**config.mk**
```make
export PLATFORM = sky130hd
export DESIGN_NAME = instr_sequencer
export DESIGN_NICKNAME = d
export VERILOG_FILES = /design/src/rtl/instr_sequencer.sv
export SDC_FILE = /design/constraint.sdc
export NUM_CORES = 1
export LEC_CHECK = 0
export CORE_ASPECT_RATIO = 0.75
export CORE_MARGIN = 2
export CORE_UTILIZATION = 27
export CTS_BUF_LIST = sky130_fd_sc_hd__clkbuf_4 sky130_fd_sc_hd__clkbuf_8
export DETAILED_ROUTE_END_ITERATION = 10
export GPL_TIMING_DRIVEN = 0
export PLACE_DENSITY = 0.94
export SLEW_MARGIN = 20
export SYNTH_ARGS = -nofsm -noshare
export SYNTH_HDL_FRONTEND = slang
export SYNTH_SLANG_ARGS = --single-unit
export TNS_END_PERCENT = 1
```
**constraint.sdc**
```tcl
create_clock -name clk -period 2 [get_ports clk]
set_input_delay 0.6 -clock clk [delete_from_list [all_inputs] [get_ports clk]]
set_output_delay 0.6 -clock clk [all_outputs]
set_load 0.01 [all_outputs]
```
**src/rtl/instr_sequencer.sv**
```systemverilog
// Multi-cycle instruction sequencer: fetch/decode/exec/mem/wb control with branch resolution.
// Define INSTR_SEQ_RET_STACK_EN to add a 4-entry return-address stack for call/ret.
module instr_sequencer (
    input  logic        clk,
    input  logic        rst_n,
    input  logic        start,
    input  logic        dec_mem_read,
    input  logic        dec_mem_write,
    input  logic        dec_reg_write,
    input  logic        dec_halt,
    input  logic        dec_b,
    input  logic        dec_bz,
    input  logic        dec_bnz,
    input  logic        dec_bcy,
    input  logic        dec_bncy,
    input  logic        dec_bs,
    input  logic        dec_bns,
    input  logic        dec_bv,
    input  logic        dec_bnv,
    input  logic        dec_call,
    input  logic        dec_ret,
    input  logic        alu_z,
    input  logic        alu_cy,
    input  logic        alu_s,
    input  logic        alu_v,
    input  logic        flags_we,
    output logic        imem_req,
    input  logic        imem_ack,
    output logic        dmem_req,
    output logic        dmem_we,
    input  logic        dmem_ack,
    input  logic [31:0] pc_plus1,
    output logic        ir_we,
    output logic        rf_we,
    output logic        pc_we,
    output logic [1:0]  pc_sel,
    output logic [31:0] ret_addr,
    output logic [3:0]  flags,
    output logic [2:0]  state,
    output logic        busy,
    output logic        halted,
    output logic        err
);

    typedef enum logic [2:0] {
        StIdle   = 3'd0,
        StFetch  = 3'd1,
        StDecode = 3'd2,
        StExec   = 3'd3,
        StMem    = 3'd4,
        StWb     = 3'd5,
        StHalt   = 3'd6
    } state_e;

    state_e      state_q, state_d;
    logic [3:0]  flags_q, flags_d;
    logic        taken_q, taken_d;
    logic        call_q, call_d;
    logic        ret_q, ret_d;
    logic        err_q, err_d;

    logic        mem_op;
    logic        cond_taken;
    logic        complete;
    logic        stack_err;
    logic        flag_z, flag_cy, flag_s, flag_v;

    assign {flag_z, flag_cy, flag_s, flag_v} = flags_q;
    assign mem_op = dec_mem_read | dec_mem_write;

    assign cond_taken = (dec_bz   &  flag_z)  | (dec_bnz  & ~flag_z)  |
                        (dec_bcy  &  flag_cy) | (dec_bncy & ~flag_cy) |
                        (dec_bs   &  flag_s)  | (dec_bns  & ~flag_s)  |
                        (dec_bv   &  flag_v)  | (dec_bnv  & ~flag_v);

    // Resolved in EXEC from the pre-update flags; the _d view is valid in the EXEC cycle too.
    always_comb begin
        taken_d = taken_q;
        call_d  = call_q;
        ret_d   = ret_q;
        if (state_q == StExec) begin
            taken_d = dec_b | dec_call | dec_ret | cond_taken;
            call_d  = ~dec_b & dec_call;
            ret_d   = ~dec_b & ~dec_call & dec_ret;
        end
    end

    assign complete = ((state_q == StExec) & ~mem_op & ~dec_reg_write) |
                      ((state_q == StMem) & dmem_ack & ~dec_mem_read) |
                      (state_q == StWb);

`ifdef INSTR_SEQ_RET_STACK_EN
    logic [31:0] stack_q [4];
    logic [2:0]  sp_q;
    logic        push, pop;

    assign push      = complete & call_d;
    assign pop       = complete & ret_d;
    assign stack_err = (push & (sp_q == 3'd4)) | (pop & (sp_q == 3'd0));
    assign ret_addr  = (sp_q == 3'd0) ? 32'd0 : stack_q[sp_q[1:0] - 2'd1];

    always_ff @(posedge clk or negedge rst_n) begin
        if (!rst_n) begin
            sp_q <= 3'd0;
            for (int i = 0; i < 4; i++) begin
                stack_q[i] <= 32'd0;
            end
        end else if ((state_q == StHalt) && start) begin
            sp_q <= 3'd0;
        end else if (!stack_err) begin
            if (push) begin
                stack_q[sp_q[1:0]] <= pc_plus1;
                sp_q               <= sp_q + 3'd1;
            end else if (pop) begin
                sp_q <= sp_q - 3'd1;
            end
        end
    end
`else
    logic unused_stack;

    // Without a stack a call is an ordinary jump and ret redirects to a constant zero.
    assign unused_stack = ^{pc_plus1, call_d};
    assign stack_err    = 1'b0;
    assign ret_addr     = 32'd0;
`endif

    always_comb begin
        state_d  = state_q;
        flags_d  = flags_q;
        err_d    = err_q;
        imem_req = 1'b0;
        dmem_req = 1'b0;
        dmem_we  = 1'b0;
        ir_we    = 1'b0;
        rf_we    = 1'b0;
        unique case (state_q)
            StIdle: begin
                if (start) state_d = StFetch;
            end
            StFetch: begin
                imem_req = 1'b1;
                if (imem_ack) begin
                    ir_we   = 1'b1;
                    state_d = StDecode;
                end
            end
            StDecode: begin
                state_d = dec_halt ? StHalt : StExec;
            end
            StExec: begin
                if (flags_we) flags_d = {alu_z, alu_cy, alu_s, alu_v};
                if (mem_op) begin
                    state_d = StMem;
                end else if (dec_reg_write) begin
                    state_d = StWb;
                end
            end
            StMem: begin
                dmem_req = 1'b1;
                dmem_we  = dec_mem_write;
                if (dmem_ack && dec_mem_read) state_d = StWb;
            end
            StWb: begin
                rf_we = 1'b1;
            end
            StHalt: begin
                if (start) begin
                    err_d   = 1'b0;
                    state_d = StIdle;
                end
            end
            default: state_d = StIdle;
        endcase
        if (complete) begin
            if (stack_err) begin
                err_d   = 1'b1;
                state_d = StHalt;
            end else begin
                state_d = StFetch;
            end
        end
    end

    always_ff @(posedge clk or negedge rst_n) begin
        if (!rst_n) begin
            state_q <= StIdle;
            flags_q <= 4'd0;
            taken_q <= 1'b0;
            call_q  <= 1'b0;
            ret_q   <= 1'b0;
            err_q   <= 1'b0;
        end else begin
            state_q <= state_d;
            flags_q <= flags_d;
            taken_q <= taken_d;
            call_q  <= call_d;
            ret_q   <= ret_d;
            err_q   <= err_d;
        end
    end

    assign pc_we  = complete & ~stack_err;
    assign pc_sel = !pc_we ? 2'd0 : (ret_d ? 2'd2 : (taken_d ? 2'd1 : 2'd0));
    assign flags  = flags_q;
    assign state  = state_q;
    assign busy   = (state_q != StIdle) && (state_q != StHalt);
    assign halted = (state_q == StHalt);
    assign err    = err_q;

endmodule

```
==> impl_metrics.yaml, run 1 <==
run_status:
  outcome: "complete, but fails checks"
  violations: "negative setup slack"
yosys:
  synth_top_area_share: 0.296
  syn_inst: 97
  synth_area_leaders: "buf_4 30%, dfrtp_1 26%, mux2_2 6.5%, mux2i_1 3.5%, a21oi_1 2.3%"
  yosysMostFrequentCell: "buf_4"
  async_flop_share: 1.00
  ys_ff_latch: 9
  synth_common_cells: "34 x buf_4, 9 x dfrtp_1, 5 x mux2_2, 5 x nand2_1"
  synth_seq_area_share: 0.261
  yosysWarnings: 0
  yosys.cell_types.count: 28
  syn_area_um2: 862
  synth_edf_count: 0
  yosysTopAreaCell: "buf_4"
  synth_ff_type: "dfrtp_1"
  avgSynthCellArea_um2: 8.89
run:
  cap_violations: 0
layout:
  area_growth_pct: 85.1
  regArea_um2: 225
  nFillCells: 259
  multi_input_area_um2: 517
  diodes: 0
  fin_cells: 225
  layout-drive-gt1-share: 0.433
  fin_nets: 245
setup_path:
  path_cells: "buf_6, nand3b_4, o41a_1, buf_4, nor3_2, buf_2"
  startpoint_type: "register"
  worstSetupPathType: "register to output pin"
  path_max_fanout: 6
  crit_path_max_incr_delay_ns: 0.41
  endpoint_kind: "output pin"
  cp.required_ns: 1.40
  cpMaxStageDelayCell: "o41a_1"
  crit_arrival_ns: 1.65
clock_network:
  cts_sinks: 9
  cts_made_buffers: 3
  clk_latency_ns: 0.24
  cts_root_buf: "clkbuf_8"
  path_clk_slew_ns: 0.05
  cts_hold_buf: 0
  cts_tree: "yes"
  htreeDepth: 1
  clockBufferDepth: 2
place:
  hpwlAfterDp_um: 1950
  port_buffers: 41
  place_congestion: 0.782
  dpl.cell_count: 208
floorplan:
  start_util: 0.287
  pin_count: 107
  die_h_um: 52.9
  die_w_um: 69.2
  core_area_mm2: 0.00300
  rows: 17
  die_area_mm2: 0.00367
detailed_routing:
  drc: 0
  drt-pass1-iter-count: 4
  routed_via_density: 3.85
  wirelength_um: 2460
  dr_total_vias: 867
  drtIter0Drc: 12
  ant_nets: 0
  wl_per_cell_um: 10.9
sta:
  min_period_ns: 2.25
  clock_skew_ns: 0.00562
  setup_viol: 6
  finalHoldViolCount: 0
  layout_setup_ws_ns: -0.248
  hold_ws_ns: 0.546
  slew_violations: 0
  finalCritPeriodShare: 1.12
  rsz0062_at_grt: "true"
  max_freq_mhz: 445
global_route:
  overflow: 0
  grt_util_all_layers: 0.124
  grt_max_degree: 11
  grt_pass1_vias: 782
  antenna_found_initial: 0
  grt_pass1_wl_um: 3560
hold_path:
  min_path_type: "register to register"
power_and_ir_drop:
  p_leak_uw: 0.000855
  power_uw: 1600
  powerDensity_mw_per_mm2: 1000
  ir_drop_uv: 335
## worst max-delay path: cells and delay by family, from the launching register on
| family | cells | cell delay (ns) |
|---|---|---|
| compound gates | 1 | 0.41 |
| simple gates | 2 | 0.21 |
| buf+inv | 3 | 0.44 |
| flops | 1 | 0.35 |
## final timing paths
path	start	endpoint	slack [ns]	depth (start not counted)
worst max-delay path	state[0]	pc_sel[0]	-0.25	6
worst min-delay path	taken_q	taken_q	0.55	2
worst max register to register	state[2]	state[0]	0.53	7
worst min register to register	taken_q	taken_q	0.55	2
max in group asynchronous	rst_n	state[2]	1.04	1
min in group asynchronous	rst_n	flags[3]	0.67	1
## stage by stage
| stage | setup TNS [ns] | cell area [um^2] | setup WS [ns] | util |
|---|---|---|---|---|
| floorplan | 0 | 982 | 0.0319 | - |
| global placement | -3.35 | 1440 | -0.917 | 0.480 |
| detailed placement | -3.53 | 1440 | -0.933 | 0.480 |
| CTS | -0.639 | 1550 | -0.282 | 0.518 |
| global route | -1.11 | 1600 | -0.324 | 0.532 |
| finish | -0.683 | 1600 | -0.248 | 0.532 |
## layer usage
| metal | vias up | wire length (um) | track usage |
|---|---|---|---|
| li1 | 442 | - | - |
| met1 | 391 | 903 | 0.137 |
| met2 | 32 | 1410 | 0.232 |
| met3 | 2 | 132 | 0.0343 |
| met4 | 0 | 17 | 0.0458 |
| met5 | - | 0 | 0 |
## cells by family after synthesis
family                 after synthesis  share of synthesized area
other                                1                    0.00435
flip-flops                           9                      0.261
multiplexers                         8                      0.100
AND/OR/NAND/NOR                     28                      0.216
AO/OA/AOI/OAI                       12                     0.0900
buffers and inverters               39                      0.328
## layout by cell type, fill, tap and decap left out, types with 2 or more instances in the layout
master           instances
buf_4                   46
conb_1                  33
clkdlybuf4s50_1         16
clkdlybuf4s15_1         10
dfrtp_1                  9
dlygate4sd2_1            5
clkbuf_2                 5
buf_6                    4
a21oi_1                  4
nand2_1                  4
mux2_2                   4
nor2b_1                  3
mux2i_1                  3
and2_1                   3
nor2_1                   3
clkbuf_8                 3
buf_2                    3
inv_2                    2
nor3_1                   2
nor3_2                   2
o21ai_0                  2
## layout make-up
class / count / area share
multi-input combinational: 81 / 0.324
timing repair buffer: 54 / 0.291
buffer: 36 / 0.176
sequential: 9 / 0.141
clock buffer: 4 / 0.0306
tap: 38 / 0.0298
inverter: 3 / 0.00706
## report_power, final
group          total (uW)  internal (uW)  switching (uW)
Combinational        1040            595             449
Sequential            323            262            61.3
Clock                 230            153            76.8
## what timing repair did
item                                    CTS  global route
hold endpoints to repair                  0             0
gates resized for setup                  59            17
pin swaps                                 8             6
buffers inserted                          6             7
endpoints found under the setup margin   10             8
## flip-flops by register name (all words and copies together) (netlist names)
| name | count |
|---|---|
| state | 3 |
| ret_q | 1 |
| flags | 4 |
| taken_q | 1 |
Power figures use the tool's default switching activity.
==> inputs of run 2 (changes only) <==
Settings changed: CTS_CLUSTER_SIZE set to 25, GPL_TIMING_DRIVEN 0 to unset.
==> impl_metrics.yaml, run 2 (synthesis gave the netlist of run 1 again) <==
detailed_routing:
  drc: 0
  dr_total_vias: 796
  drt-pass1-iter-count: 4
  routed_via_density: 4.00
  ant_nets: 0
  wirelength_um: 2450
  wl_per_cell_um: 12.3
  drtIter0Drc: 28
clock_network:
  cts_sinks: 9
  htreeDepth: 1
  cts_tree: "yes"
  cts_root_buf: "clkbuf_8"
  clockBufferDepth: 2
  cts_hold_buf: 0
  path_clk_slew_ns: 0.05
  cts_made_buffers: 3
  clk_latency_ns: 0.24
sta:
  slew_violations: 0
  finalCritPeriodShare: 1.12
  clock_skew_ns: 0.00572
  rsz0062_at_grt: "true"
  layout_setup_ws_ns: -0.236
  min_period_ns: 2.24
  finalHoldViolCount: 0
  fin_tns_setup_ns: -0.529
  max_freq_mhz: 447
  setup_viol: 5
global_route:
  grt_pass1_wl_um: 3560
  overflow: 0
  grt_util_all_layers: 0.128
  grt_pass1_vias: 740
  antenna_found_initial: 0
  grt_max_degree: 12
setup_path:
  cp.required_ns: 1.40
  crit_buf_inv: 1
  endpoint_kind: "output pin"
  startpoint: "state[2]"
  critPathTopFamily: "simple AND/OR/NAND/NOR gates"
  crit_arrival_ns: 1.64
  startpoint_type: "register"
  path_cells: "and3b_4, nand4_4, nor4b_4, nor3_4, buf_2"
  cpMaxStageDelayCell: "dfrtp_1"
  reg2reg_from: "state[0]"
  crit_path_max_incr_delay_ns: 0.40
  path_max_fanout: 4
  worstSetupPathType: "register to output pin"
floorplan:
  die_w_um: 69.2
  die_h_um: 52.9
  start_util: 0.287
  pin_count: 107
  rows: 17
  core_area_mm2: 0.00300
  die_area_mm2: 0.00367
run_status:
  outcome: "complete, but fails checks"
  violations: "negative setup slack"
layout:
  diodes: 0
  final_common_cell: "conb_1"
  fin_nets: 219
  area_growth_pct: 64.4
  largest_reg_flops: 4
  final_cell_mix: "33 x conb_1, 20 x buf_4, 14 x clkdlybuf4s50_1"
  fin_cells: 199
  nFillCells: 292
  layout-drive-gt1-share: 0.435
hold_path:
  min_path_type: "register to register"
  hp-start: "taken_q"
power_and_ir_drop:
  powerDensity_mw_per_mm2: 1200
  p_leak_uw: 0.000739
  ir_drop_uv: 356
place:
  hpwlAfterDp_um: 1780
  dpl.cell_count: 187
  pre_cts_ws_ns: -0.898
  port_buffers: 41
  place_congestion: 0.718
run:
  cap_violations: 0
[run 2: metal layers]
layer	GRT usage	vias to the layer above	share of wire
met4	0.0392	0	0.0094
met3	0.0400	2	0.035
met2	0.236	27	0.57
li1	-	391	-
met1	0.143	376	0.39
met5	0	-	0
[run 2: area by class of cell]
class                      count  area [um^2]  share of cell area
multi-input combinational     81          551               0.388
inverter                       3         13.8             0.00971
tap                           38         47.5              0.0335
timing repair buffer          64          531               0.374
clock buffer                   4         48.8              0.0344
sequential                     9          226               0.160
[run 2: per-stage QoR]
stage | hold WS [ns] | instance area, um^2 | total power [uW] | utilization
2_1_floorplan | 0.304 | 982 | 808 | -
6_report | 0.547 | 1420 | 1700 | 0.473
5_1_grt | 0.584 | 1420 | 1810 | 0.473
3_3_place_gp | 0.494 | 1280 | 1220 | 0.427
4_1_cts | 0.529 | 1390 | 1570 | 0.465
3_5_place_dp | 0.506 | 1280 | 1250 | 0.427
[run 2: final timing paths]
path / to / slack (ns) / cells after the start
worst min-delay path: taken_q / 0.55 / 2
max in group asynchronous: state[1] / 1.00 / 1
worst max-delay path: pc_sel[0] / -0.24 / 5
worst min register to register: taken_q / 0.55 / 2
min in group asynchronous: flags[3] / 0.67 / 1
worst max register to register: state[0] / 0.51 / 6
[run 2: timing repair]
item | 4_1_cts | 5_1_grt
setup endpoints to repair | 11 | 8
resized for setup | 65 | 36
hold endpoints to repair | 0 | 0
pin swaps | 9 | 5
setup buffers | 6 | 2
cloned | 0 | 0
[run 2: tightest hold or removal path, stage by stage (launching register included)]
cell     delay, ns
dfrtp_1       0.32
inv_1         0.06
a21oi_1       0.13
[run 2: where the power goes]
group	total [uW]	switching, uW	internal [uW]
logic	1140	494	645
clock network	229	76.3	153
registers	335	71.3	263
==> inputs of run 3 (changes only) <==
Settings changed: CORE_MARGIN 2 to 8, CORE_UTILIZATION 27 to 29, PLACE_DENSITY 0.94 to 0.95, TNS_END_PERCENT 1 to 20.
Clock period 2 ns to 2.9 ns, I/O delays scaled along.
==> impl_metrics.yaml, run 3 (synthesis gave the netlist of run 1 again) <==
layout:
  diodes: 0
  final_cell_mix: "33 x conb_1, 25 x clkdlybuf4s50_1, 12 x buf_4"
  layout-drive-gt1-share: 0.227
  area_growth_pct: 53.1
  largest_reg_flops: 4
  final_common_cell: "conb_1"
  fin_nets: 208
setup_path:
  cp.required_ns: 2.03
  path_max_fanout: 2
  crit_path_max_incr_delay_ns: 0.34
  crit_buf_inv: 2
  cp.depth: 6
  startpoint_type: "input port"
  crit_arrival_ns: 2.01
  cpMaxStageDelayCell: "nor4b_4"
  worstSetupPathType: "input port to output pin"
  critPathTopFamily: "simple AND/OR/NAND/NOR gates"
  path_cells: "dlygate4sd2_1, mux2i_1, nand4_2, nor4b_4, nor3_2, buf_2"
  endpoint_kind: "output pin"
  rr_worst_depth: 7
sta:
  clock_skew_ns: 0.00479
  finalHoldViolCount: 0
  finalCritPeriodShare: 0.993
  setup_viol: 0
  layout_setup_ws_ns: 0.0202
  max_freq_mhz: 347
  min_period_ns: 2.88
  slew_violations: 0
  hold_ws_ns: 0.530
  rsz0062_at_grt: "true"
detailed_routing:
  ant_nets: 0
  wirelength_um: 2610
  drt-pass1-iter-count: 4
  dr_total_vias: 754
  drtIter0Drc: 19
  routed_via_density: 4.01
  drc: 0
  wl_per_cell_um: 13.9
power_and_ir_drop:
  ir_drop_uv: 380
  p_leak_uw: 0.000676
  powerDensity_mw_per_mm2: 740
run:
  cap_violations: 0
clock_network:
  cts_made_buffers: 3
  clk_latency_ns: 0.23
  htreeDepth: 1
  cts_hold_buf: 0
  cts_root_buf: "clkbuf_8"
  path_clk_slew_ns: 0.05
  cts_sinks: 9
  clockBufferDepth: 2
  cts_tree: "yes"
global_route:
  grt_util_all_layers: 0.101
  grt_pass1_wl_um: 4030
  grt_pass1_vias: 803
  antenna_found_initial: 0
  overflow: 0
  grt_max_degree: 13
floorplan:
  die_area_mm2: 0.00499
  die_w_um: 79.0
  rows: 17
  core_area_mm2: 0.00289
  start_util: 0.298
  pin_count: 107
  die_h_um: 63.2
place:
  place_congestion: 0.790
  port_buffers: 41
  pre_cts_ws_ns: -0.599
  hpwlAfterDp_um: 2160
hold_path:
  holdPathStages: 2
  min_path_type: "register to register"
run_status:
  outcome: "finished clean"
[run 3: cell types whose count changed in the layout (fill, tap and decap cells not counted), moves of 2 or more]
cell / previous run / this run
nor3b_2: 2 / 0
and2_1: 1 / 3
buf_6: 5 / 0
clkdlybuf4s50_1: 14 / 25
clkbuf_2: 8 / 0
mux2i_1: 0 / 2
mux2i_2: 3 / 1
buf_4: 20 / 12
and2_4: 2 / 0
buf_2: 6 / 3
nor3b_1: 0 / 2
[run 3: worst reg2reg max path: cells and delay by family, from the launching register on]
kind | cells | cell delay, ns
buffers and inverters | 3 | 0.33
AOI/OAI and AO/OA | 1 | 0.03
and+or+nand+nor | 3 | 0.82
DFF | 1 | 0.39
[run 3: final timing paths]
kind                              to  slack (ns)     start
setup / recovery           pc_sel[0]        0.02   dec_bns
hold / removal               taken_q        0.53   taken_q
setup reg to reg             taken_q        1.23  state[2]
hold reg to reg              taken_q        0.53   taken_q
max in group asynchronous   flags[1]        1.67     rst_n
min in group asynchronous   flags[3]        0.94     rst_n
[run 3: layout make-up]
cell class	instances	area (um^2)
clock buffers	4	48.8
fillers	281	1570
inverters	3	11.3
multi-input cells	81	502
flip-flops and latches	9	225
well taps	38	47.5
repair buffers	53	485
[run 3: timing repair]
action,4_1_cts,5_1_grt
cloned,0,0
resized for setup,30,8
endpoints found under the setup margin,4,3
buffers inserted,1,1
pin swaps,4,3
[run 3: stage by stage]
stage               cells  TNS [ns]  utilization  power, uW  area [um^2]
floorplan             129         0            -        557          982
global placement      182     -1.59        0.430        791         1240
detailed placement    182     -1.65        0.430        810         1240
CTS                   187         0        0.449        980         1300
global route          188   -0.0237        0.456       1040         1320
finish                188         0        0.456        977         1320
[run 3: layer usage]
layer	global-route usage	wire, um
met1	0.0971	942
met2	0.196	1490
met3	0.0312	148
met4	0.0323	29
met5	0	0
[run 3: power breakdown]
group / leakage [uW] / internal (uW) / switching [uW]
sequential: 0.000108 / 180 / 54.5
clock: 0.0000262 / 105 / 47.4
combinational: 0.000541 / 320 / 269
